### src/rtl/game_phase_sequencer.sv
// Round sequencer for whack-a-mole: countdown, timed play, then a game-over score hold.
// Tracks the live score, the best final score since reset, and the value to show on the display.
module game_phase_sequencer #(
    parameter int unsigned COUNTDOWN_SEC = 5,
    parameter int unsigned GAME_SEC      = 30,
    parameter int unsigned TIME_W        = 8,
    parameter int unsigned SCORE_W       = 16
) (
    input  logic               clk,
    input  logic               reset,
    input  logic               tick_1hz,
    input  logic               hit_pulse,
    input  logic               start,
    output logic [1:0]         phase,
    output logic [31:0]        display_value,
    output logic [TIME_W-1:0]  time_left,
    output logic [SCORE_W-1:0] score,
    output logic [SCORE_W-1:0] high_score,
    output logic               new_high,
    output logic               led_enable
);

    localparam logic [1:0] PH_COUNTDOWN = 2'b00;
    localparam logic [1:0] PH_PLAY      = 2'b01;
    localparam logic [1:0] PH_OVER      = 2'b10;

    localparam logic [TIME_W-1:0]  TIME_ONE  = TIME_W'(1);
    localparam logic [TIME_W-1:0]  CD_LOAD   = TIME_W'(COUNTDOWN_SEC);
    localparam logic [TIME_W-1:0]  GAME_LOAD = TIME_W'(GAME_SEC);
    localparam logic [SCORE_W-1:0] SCORE_MAX = {SCORE_W{1'b1}};

    logic [1:0]         phase_q, phase_d;
    logic [TIME_W-1:0]  time_left_q, time_left_d;
    logic [SCORE_W-1:0] score_q, score_d;
    logic [SCORE_W-1:0] high_score_q, high_score_d;
    logic               new_high_q, new_high_d;
    logic               led_enable_q, led_enable_d;
    logic [31:0]        display_value_q, display_value_d;
    logic [SCORE_W-1:0] score_hit;

    // Saturating increment; a hit on the final tick still counts toward the final score.
    always_comb begin
        score_hit = score_q;
        if (hit_pulse && (score_q != SCORE_MAX)) begin
            score_hit = score_q + SCORE_W'(1);
        end
    end

    always_comb begin
        phase_d      = phase_q;
        time_left_d  = time_left_q;
        score_d      = score_q;
        high_score_d = high_score_q;
        new_high_d   = 1'b0;

        case (phase_q)
            PH_COUNTDOWN: begin
                if (tick_1hz) begin
                    if (time_left_q > TIME_ONE) begin
                        time_left_d = time_left_q - TIME_ONE;
                    end else begin
                        phase_d     = PH_PLAY;
                        time_left_d = GAME_LOAD;
                        score_d     = '0;
                    end
                end
            end
            PH_PLAY: begin
                score_d = score_hit;
                if (tick_1hz) begin
                    if (time_left_q > TIME_ONE) begin
                        time_left_d = time_left_q - TIME_ONE;
                    end else begin
                        phase_d     = PH_OVER;
                        time_left_d = '0;
                        if (score_hit > high_score_q) begin
                            high_score_d = score_hit;
                            new_high_d   = 1'b1;
                        end
                    end
                end
            end
            PH_OVER: begin
                if (start) begin
                    phase_d     = PH_COUNTDOWN;
                    time_left_d = CD_LOAD;
                end
            end
            default: begin
                // Illegal code recovers exactly like a restart request.
                phase_d     = PH_COUNTDOWN;
                time_left_d = CD_LOAD;
            end
        endcase

        led_enable_d = (phase_d == PH_PLAY);
        if (phase_d == PH_COUNTDOWN) begin
            display_value_d = 32'(time_left_d);
        end else begin
            display_value_d = 32'(score_d);
        end
    end

    always_ff @(posedge clk or negedge reset) begin
        if (!reset) begin
            phase_q         <= PH_COUNTDOWN;
            time_left_q     <= CD_LOAD;
            score_q         <= '0;
            high_score_q    <= '0;
            new_high_q      <= 1'b0;
            led_enable_q    <= 1'b0;
            display_value_q <= 32'(CD_LOAD);
        end else begin
            phase_q         <= phase_d;
            time_left_q     <= time_left_d;
            score_q         <= score_d;
            high_score_q    <= high_score_d;
            new_high_q      <= new_high_d;
            led_enable_q    <= led_enable_d;
            display_value_q <= display_value_d;
        end
    end

    assign phase         = phase_q;
    assign time_left     = time_left_q;
    assign score         = score_q;
    assign high_score    = high_score_q;
    assign new_high      = new_high_q;
    assign led_enable    = led_enable_q;
    assign display_value = display_value_q;

endmodule

### config.mk
export PLATFORM = sky130hd
export DESIGN_NAME = game_phase_sequencer
export DESIGN_NICKNAME = d
export VERILOG_FILES = /design/src/rtl/game_phase_sequencer.sv
export SDC_FILE = /design/constraint.sdc
export NUM_CORES = 1
export LEC_CHECK = 0
export ABC_AREA = 1
export ABC_CLOCK_PERIOD_IN_PS = 6800
export BUFFER_PORTS_ARGS = -buffer_cell sky130_fd_sc_hd__buf_4
export CAP_MARGIN = 20
export CELL_PAD_IN_SITES_DETAIL_PLACEMENT = 0
export CELL_PAD_IN_SITES_GLOBAL_PLACEMENT = 2
export CORE_ASPECT_RATIO = 2
export CORE_MARGIN = 2
export CORE_UTILIZATION = 33
export DETAILED_ROUTE_END_ITERATION = 6
export HOLD_SLACK_MARGIN = 0.15
export PLACE_DENSITY_LB_ADDON = 0.12
export SLEW_MARGIN = 20
export SYNTH_ARGS = -nofsm -noshare
export SYNTH_HDL_FRONTEND = slang
export SYNTH_SLANG_ARGS = --single-unit
### constraint.sdc
create_clock -name clk -period 6.8 [get_ports clk]
set_input_delay 0 -clock clk [delete_from_list [all_inputs] [get_ports clk]]
set_output_delay 0 -clock clk [all_outputs]
set_load 0.005 [all_outputs]
==> flow_summary.toml <==
[clocking]
cts_buffer_depth = 2
insertion_delay_ns = 0.33
cts.reportedPaths.clkPinSlew_ns = 0.06
cts_setup_buffers = 0
cts_buffers = 9
clock_sinks = 60
cts_max_level = 3
cts_tree = "yes"
cts-root-buf = "clkbuf_16"

[routing]
wl_per_cell_um = 15.31
routed_wl_um = 11590
vias_per_cell = 4.683
first_pass_iters = 4
ant_nets = 0
drt-initial-drc-count = 131
drc_errors = 0
vias = 3545

[timing]
fin_skew_ns = 0.003632
slew_headroom_pct = 47.80
finalCritPeriodShare_pct = 47.25
worst_slack_ns = 3.587
fmax_ghz = 0.3113
holdWs_ns = 0.2959
post-route-min-period_ns = 3.213
rsz0062_at_grt = "false"
hold_viol = 0
setup_viol_count_final = 0
slew_viol_final = 0
worst-slew-pin-transition_ns = 0.7821
setup-tns-final_ns = 0

[setup_path]
slowest_stage = "dfrtp_1"
r2r_start = "score[1]"
crit_top_cell = "nand2_1"
cpPeakStageDelay_ns = 0.44
r2r_slack_ns = 3.59
path_cells = "ha_1 -> nand3_1 -> nor2_4 -> nand2_4 -> nand2_4 -> inv_2 -> nand2_1 -> and2_1 -> ha_1 -> a21oi_1 -> o21ai_0 -> a21oi_1 -> nand2_1 -> nand2_4 -> nand2_1 -> nand2_1"
setup.worst_path.end_class = "register"
worst_setup_path_start_kind = "register"
r2r_cells = 16
path_class = "register to register"
rr_endpoint = "high_score[3]"
cp.required_ns = 7.07
crit_fanout = 16
arrival_ns = 3.48

[logic_synthesis]
synthArstFlopShare_pct = 100.0
ys_seq_area_share_pct = 38.47
ys_seq_elements = 60
syn_area_um2 = 3916
synth_cells = 537
yosysWarnings = 0
synth-edff-count = 0
yosys_most_used_dff = "dfrtp_1"
ys_types = 34
synth_area_per_cell_um2 = 7.293

[cells_and_area]
drive_above_1_share_pct = 19.93
finalNetCount = 631
n_antenna_cell = 0
area_growth_pct = 23.45
final_util_pct = 41.57

[placed_design]
place.port_buffers = 64
pre_cts_ws_ns = 3.515
hpwl_um = 9397
gp_congestion = 0.8386

[global_route]
grtUsageTotal_pct = 19.13
grt_max_degree = 61
grt-ovfl-total = 0
grt_pass1_wl_um = 17920
grt_pass1_vias = 3560
antenna_found_initial = 0

[floorplanning]
ios = 81
die_height_um = 158.1
fp-row-count = 56
fp.dieW_um = 81.03
core-area_um2 = 11630
initial_utilization_pct = 33.67
die-area_um2 = 12810

[pwr]
cellPowerDensity_nw_per_um2 = 467.5
vdd_drop_max_v = 0.0002365
power.leakage_nw = 2.613

[hold_path]
min_path_type = "primary input to asynchronous set/reset pin"

[job]
maxCapViolCount = 0

[outcome]
status = "completed"
-- layer usage --
metal  up-vias  part of all wire [%]  GRT usage [%]
li1       1801                     -              -
met1      1626                    35          18.39
met2        87                    55          35.50
met3        31                   3.2          2.965
met4         0                   6.2          13.64
met5         -                     0              0
-- worst max-delay path by stage --
stage	start	endpoint	slack (ns)
after floorplan	score[0]	high_score[10]	4.01
after global placement	score[0]	high_score[15]	3.63
after detailed placement	score[0]	high_score[3]	3.52
after CTS	score[1]	high_score[5]	3.50
after global routing	score[0]	high_score[3]	3.20
final	score[1]	high_score[3]	3.59
-- cells in the mapped netlist, drive strengths merged (4+ instances only) --
cell,count,area share (%)
nand2,204,21
dfstp,4,2.7
nand3,59,7.9
nor2,39,4.8
o21ai,13,1.8
buf,23,4.7
ha,19,6.1
and2,7,1.1
a21oi,21,3.0
inv,68,6.5
nand4,9,1.4
dfrtp,56,36
-- report_power, final --
part | switching (mW) | leakage [nW] | internal [mW] | total [mW]
logic | 0.584 | 1.68 | 0.441 | 1.03
clock network | 0.175 | 0.169 | 0.368 | 0.543
registers | 0.174 | 0.766 | 0.518 | 0.692
total | 0.934 | 2.61 | 1.33 | 2.26
-- worst max-delay path, delay by kind of cell, from the launching register on --
| family | cells | cell delay (ns) |
|---|---|---|
| fa+ha+maj | 2 | 0.53 |
| buf+inv | 1 | 0.11 |
| simple gates | 10 | 1.49 |
| flops | 1 | 0.44 |
| compound gates | 3 | 0.56 |
-- registers in the layout, summed over array words and instances, names as in the netlist --
name,count
high_score,16
score,16
phase,2
new_high,1
display_value,16
led_enable,1
time_left,8
-- placed cells by master, fill, tap and decap left out, drive strengths merged --
master / count
dlygate4sd3: 4
clkinv: 3
o21a: 1
clkbuf: 10
clkinvlp: 1
bufinv: 3
and2: 7
xnor2: 3
nand3b: 1
buf: 64
nor3b: 1
inv: 68
a21oi: 21
dfrtp: 56
ha: 19
nand2b: 1
o21ai: 13
o22ai: 1
nand2: 204
dfstp: 4
xor2: 3
o21bai: 1
nand3: 59
nor2: 39
nand4: 9
conb: 16
-- logic make-up (layout without fill, tap and decap cells) --
| kind of cell | count (synthesis) | count (layout) | share of synthesized area (%) |
|---|---|---|---|
| AO/OA/AOI/OAI | 37 | 37 | 5.272 |
| XOR/XNOR | 6 | 6 | 1.342 |
| adder cells (fa/ha/maj) | 19 | 19 | 6.070 |
| buffers and inverters | 93 | 153 | 11.50 |
| flip-flops | 60 | 60 | 38.47 |
| other | 1 | 16 | 0.09575 |
| AND/OR/NAND/NOR | 321 | 321 | 37.25 |
-- layout make-up --
type	count	area [um2]
clock buffer	10	239.0
sequential	60	1506
tap	145	181.4
inverter	69	260.3
timing repair buffer	68	520.5
multi-input combinational	399	2016
fill	1277	6797
clock inverter	6	111.4
-- repair_timing --
action	4_1_cts	5_1_grt
resized for setup	0	0
hold buffers	4	0
endpoints found under the hold margin	62	0
-- through the flow --
stage	instance area [um2]	std cells	power, mW
2_1_floorplan	3973	552	1.289
6_report	4835	757	2.260
3_3_place_gp	4444	737	1.733
4_1_cts	4835	757	2.296
3_5_place_dp	4444	737	1.741
5_1_grt	4835	757	2.470
(Power assumes the default switching activity.)
